File: config.mk
export PLATFORM = sky130hd
export DESIGN_NAME = chip8_timers
export DESIGN_NICKNAME = d
export VERILOG_FILES = /design/src/rtl/chip8_pkg.sv /design/src/rtl/chip8_countdown.sv /design/src/rtl/chip8_timers.sv
export SDC_FILE = /design/constraint.sdc
export NUM_CORES = 1
export LEC_CHECK = 0
export ABC_AREA = 1
export BUFFER_PORTS_ARGS = -buffer_cell sky130_fd_sc_hd__buf_4
export CAP_MARGIN = 15
export CORE_UTILIZATION = 47
export CTS_CLUSTER_SIZE = 25
export DETAILED_ROUTE_END_ITERATION = 10
export PLACE_DENSITY = 0.75
export SETUP_SLACK_MARGIN = 0.02
export SYNTH_ARGS = -nofsm -noshare
export SYNTH_HDL_FRONTEND = slang
export SYNTH_SLANG_ARGS = --single-unit
File: constraint.sdc
create_clock -name clk -period 1.4 [get_ports clk]
set_input_delay 0.07 -clock clk [delete_from_list [all_inputs] [get_ports clk]]
set_output_delay 0.07 -clock clk [all_outputs]
set_load 0.02 [all_outputs]
File: src/rtl/chip8_pkg.sv
// Shared constants for the CHIP-8 delay/sound timer block.
// Timer select encoding and register width live here.
package chip8_pkg;

  localparam int TIMER_W = 8;

  localparam logic TIMER_SEL_DELAY = 1'b0;
  localparam logic TIMER_SEL_SOUND = 1'b1;

  function automatic int div_width(input int half);
    return (half > 1) ? $clog2(half) : 1;
  endfunction

endpackage

File: src/rtl/chip8_countdown.sv
// One 60 Hz countdown: load, tick, hold, saturate at 0.
// Pulses expired_o in the cycle the value first reads 0 after a tick.
module chip8_countdown
  import chip8_pkg::*;
(
  input  logic               clk,
  input  logic               rst,
  input  logic               load_i,
  input  logic [TIMER_W-1:0] data_i,
  input  logic               tick_i,
  output logic [TIMER_W-1:0] value_o,
  output logic               expired_o
);

  logic [TIMER_W-1:0] val_q, val_d;
  logic               exp_q, exp_d;
  logic               dec;

  // A load always wins over a tick in the same cycle.
  assign dec = tick_i && !load_i && (val_q != '0);

  always_comb begin
    val_d = val_q;
    exp_d = 1'b0;
    if (load_i) begin
      val_d = data_i;
    end else if (dec) begin
      val_d = val_q - 1'b1;
      exp_d = (val_q == TIMER_W'(1));
    end
  end

  always_ff @(posedge clk or posedge rst) begin
    if (rst) begin
      val_q <= '0;
      exp_q <= 1'b0;
    end else begin
      val_q <= val_d;
      exp_q <= exp_d;
    end
  end

  assign value_o   = val_q;
  assign expired_o = exp_q;

endmodule

File: src/rtl/chip8_timers.sv
// CHIP-8 delay and sound timers with optional square-wave beeper.
// Define CHIP8_BEEP_EN to build the beeper; otherwise beep_out is 0.
module chip8_timers
  import chip8_pkg::*;
#(
  parameter int CLOCK_HZ = 12000000,
  parameter int BEEP_HZ  = 440
) (
  input  logic               clk,
  input  logic               rst,
  input  logic               tick_60hz,
  input  logic               pause,
  input  logic               wr_en,
  input  logic               wr_sel,
  input  logic [TIMER_W-1:0] wr_data,
  output logic [TIMER_W-1:0] delay_value,
  output logic [TIMER_W-1:0] sound_value,
  output logic               sound_active,
  output logic               delay_expired,
  output logic               beep_out
);

  logic tick_en;
  logic ld_delay, ld_sound;
  logic snd_expired_unused;

  assign tick_en  = tick_60hz && !pause;
  assign ld_delay = wr_en && (wr_sel == TIMER_SEL_DELAY);
  assign ld_sound = wr_en && (wr_sel == TIMER_SEL_SOUND);

  chip8_countdown u_delay (
    .clk       (clk),
    .rst       (rst),
    .load_i    (ld_delay),
    .data_i    (wr_data),
    .tick_i    (tick_en),
    .value_o   (delay_value),
    .expired_o (delay_expired)
  );

  chip8_countdown u_sound (
    .clk       (clk),
    .rst       (rst),
    .load_i    (ld_sound),
    .data_i    (wr_data),
    .tick_i    (tick_en),
    .value_o   (sound_value),
    .expired_o (snd_expired_unused)
  );

  assign sound_active = (sound_value != '0);

`ifdef CHIP8_BEEP_EN
  localparam int HALF  = CLOCK_HZ / (2 * BEEP_HZ);
  localparam int DIV_W = div_width(HALF);
  localparam logic [DIV_W-1:0] DIV_TOP = DIV_W'(HALF - 1);

  logic [DIV_W-1:0] div_q, div_d;
  logic             beep_q, beep_d;

  // Silence parks the divider at its top so every tone starts in phase.
  always_comb begin
    div_d  = div_q;
    beep_d = beep_q;
    if (!sound_active) begin
      div_d  = DIV_TOP;
      beep_d = 1'b0;
    end else if (div_q == '0) begin
      div_d  = DIV_TOP;
      beep_d = !beep_q;
    end else begin
      div_d  = div_q - 1'b1;
    end
  end

  always_ff @(posedge clk or posedge rst) begin
    if (rst) begin
      div_q  <= DIV_TOP;
      beep_q <= 1'b0;
    end else begin
      div_q  <= div_d;
      beep_q <= beep_d;
    end
  end

  assign beep_out = beep_q;
`else
  assign beep_out = 1'b0;
`endif

endmodule
==> run_results.csv <==
group,metric,value,unit
setup_path,critPathSlowestCell,"dfrtp_2",
synthesis,yosysWarnings,0,
job,drv_cap,0,
clock_tree,htreeDepth,1,
global_routing,grt_pass1_vias,1266,
power,ir_drop,0.00106,V
run_status,outcome,"complete, no violations",
sta,setup_ws,0.0301,ns
clock_tree,root_buffer,"clkbuf_4",
synthesis,synth_common_cells,"nand2_1, nor2_1, inv_1",
floorplanning,placementRows,18,
synthesis,ys_ff_latch,17,
sta,setup_viol,0,
sta,finalHoldViolCount,0,
power,p_per_area,1380,mW/mm^2
detailed_routing,viasPerCell,5.25,
sta,final.period_utilization,0.979,
setup_path,arrival,1.62,ns
layout,drive_above_1_share,0.388,
synthesis,syn_nets,208,
sta,final.setup.tns,0,ns
synthesis,netlist_area,0.00123,sq mm
synthesis,avgSynthCellArea,6.49,sq um
setup_path,critical_path_class,"reg -> reg",
place,dp_hpwl,2.42,mm
sta,fin_crit,1.37,ns
floorplanning,die_h,53.2,um
global_routing,grt_pass1_wl,5.26,mm
detailed_routing,ant_nets,0,
place,routabilityCongestion,0.931,
global_routing,grt.overflow.total,0,
setup_path,path_buf_inv,2,
synthesis,synth_most_common_cell,"nand2_1",
sta,rsz0062_at_grt,"yes",
synthesis,synth_top_cell_by_area,"dfrtp_1",
setup_path,critPathMaxStageDelay,0.43,ns
place,port_buffers,31,
power,p_total,2.54,mW
floorplanning,initial_utilization,0.497,
setup_path,critPathLaunchType,"flip-flop",
floorplanning,die_w,53.2,um
synthesis,syn_inst,190,
synthesis,synth_top_area_frac,0.345,
detailed_routing,firstDrtPassIters,4,
sta,fmax,730,MHz
setup_path,crit_path_max_fanout,4,
clock_tree,cts_buffers,3,
floorplanning,dieArea,0.00283,sq mm
detailed_routing,vias,1470,
detailed_routing,routed.top_layer,"met4",
layout,fillCellCount,189,
setup_path,cp_common_cell,"nand2_1",
layout,utilization,0.742,
setup_path,critPathTopFamily,"simple AND/OR/NAND/NOR gates",
clock_tree,cts.path.max_buffers,2,
clock_tree,cts.sinks,17,
setup_path,r2r_start,"u_sound.value_o[0]",
synthesis,yosysUniqueCellTypes,25,
synthesis,synth_edf_count,0,
clock_tree,clk_latency,0.30,ns
detailed_routing,route.met2.wl,1.74,mm
detailed_routing,post-route-drc-count,0,
detailed_routing,drt_iter0_markers,39,
floorplanning,ios,33,
hold_path,hold_start,"wr_data[7]",
hold_path,hold_class,"in -> reg",
setup_path,critPathRequiredTime,1.65,ns
global_routing,grt_max_degree,18,
detailed_routing,wl_per_cell,12.7,um
setup_path,endpoint_kind,"flip-flop",
sta,clock_skew,0.0144,ns
clock_tree,cts_tree,"yes",
layout,fin_nets,269,
sta,drv_slew,0,
synthesis,postSynth.asyncResetShare,1.00,
detailed_routing,dr_wl_met3,227,um
global_routing,grt_usage,0.256,
synthesis,yosysSeqAreaShare,0.345,
power,leakagePower,0.987,nW
synthesis,ys_dominant_reg_cell,"dfrtp_1",
setup_path,cp_cell_sequence,"inv_2, buf_4, nand3_1, nor2_1, xor2_1, nand2_1, nand2_1",
detailed_routing,drt-met1-wl,1.55,mm
detailed_routing,drt_wl_total,3.56,mm
clock_tree,cts.clk_slew.worst_paths,0.11,ns
floorplanning,fp.coreArea,0.00248,sq mm
place,place_ws,-0.0412,ns
layout,syn_to_final_growth,49.1,%
layout,antenna_cells,0,
global_routing,antenna_found_initial,0,
synthesis,synth_area_leaders,"dfrtp_1, nand2_1, nand3_1",
setup_path,startpoint,"u_sound.value_o[0]",
area by class of cell:
class | count | area [sq um] | share of cell area
well taps | 30 | 37.5 | 0.0204
clock buffers | 4 | 26.3 | 0.0143
flip-flops and latches | 17 | 432 | 0.235
repair buffers | 58 | 444 | 0.242
multi-input cells | 144 | 797 | 0.434
inverters | 27 | 101 | 0.0551
cell usage in the layout, fill, tap and decap left out:
master and count:
a21oi_1 4, buf_4 55, buf_6 1, clkbuf_1 1, clkbuf_4 3, conb_1 1, dfrtp_1 12, dfrtp_2 5
dlygate4sd3_1 2, ha_1 1, ha_2 1, ha_4 2, inv_1 22, inv_2 5, nand2_1 52, nand2_2 4
nand2_4 3, nand3_1 24, nand4_1 1, nor2_1 20, nor2_2 6, nor2_4 7, nor3_1 1, o211ai_1 1
o21a_1 1, o21ai_0 3, o21ai_1 5, o21ai_2 2, o21ai_4 1, or2_2 2, xnor2_1 1, xor2_1 1
tightest hold or removal path, delay by kind of cell:
| family | cells | cell delay (ns) |
|---|---|---|
| buf+inv | 1 | 0.09 |
| simple gates | 2 | 0.10 |
cells by family (layout without fill, tap and decap cells):
kind of cell	after synthesis	after routing	synth area share
and+or+nand+nor	120	120	0.419
AOI/OAI and AO/OA	16	17	0.0812
buffers and inverters	30	89	0.0964
adders and majority gates	4	4	0.0406
DFF	17	17	0.345
xor gates and xnor gates	2	2	0.0142
other	1	1	0.00304
flip-flops by register name, summed over array words and instances (netlist names):
name,cells
u_delay.value_o,8
u_sound.value_o,8
u_delay.expired_o,1
stage by stage:
stage / instance area, sq um / hold WS [ns] / std cells
finish: 1840 / 0.00851 / 280
global route: 1840 / 0.0172 / 280
CTS: 1690 / 0.00619 / 272
detailed placement: 1610 / 0.112 / 262
global placement: 1610 / 0.104 / 262
floorplan: 1250 / -0.00414 / 190
per-layer routing:
metal | up-vias | track usage
li1 | 714 | -
met1 | 683 | 0.357
met2 | 64 | 0.398
met3 | 9 | 0.0287
met4 | 0 | 0.101
met5 | - | 0
power by group:
part           leakage [nW]  switching [mW]  total [mW]  internal (mW)
Sequential            0.203           0.124       0.738          0.615
Combinational         0.769           0.855        1.53          0.675
Clock                0.0150           0.165       0.276          0.111
Total                 0.987            1.14        2.54           1.40
repair_timing:
item                                    4_1_cts  5_1_grt
endpoints found under the setup margin       10       17
hold buffers                                  2        0
pin swaps                                     2        8
cloned                                        0        1
setup buffers                                 4        7
resized for setup                             4       26
endpoints found under the hold margin        18        0
path summary, 6_finish.rpt:
check / to / slack (ns) / cells after the start
worst max-delay path: u_sound.value_o[7] / 0.03 / 7
worst min-delay path: u_delay.value_o[7] / 0.009 / 3
worst max register to register: u_sound.value_o[7] / 0.03 / 7
worst min register to register: u_delay.value_o[1] / 0.56 / 2
max in group asynchronous: u_delay.value_o[0] / 0.82 / 4
min in group asynchronous: u_sound.value_o[4] / 0.35 / 4
Note: power is estimated with default switching activity, not from simulation.
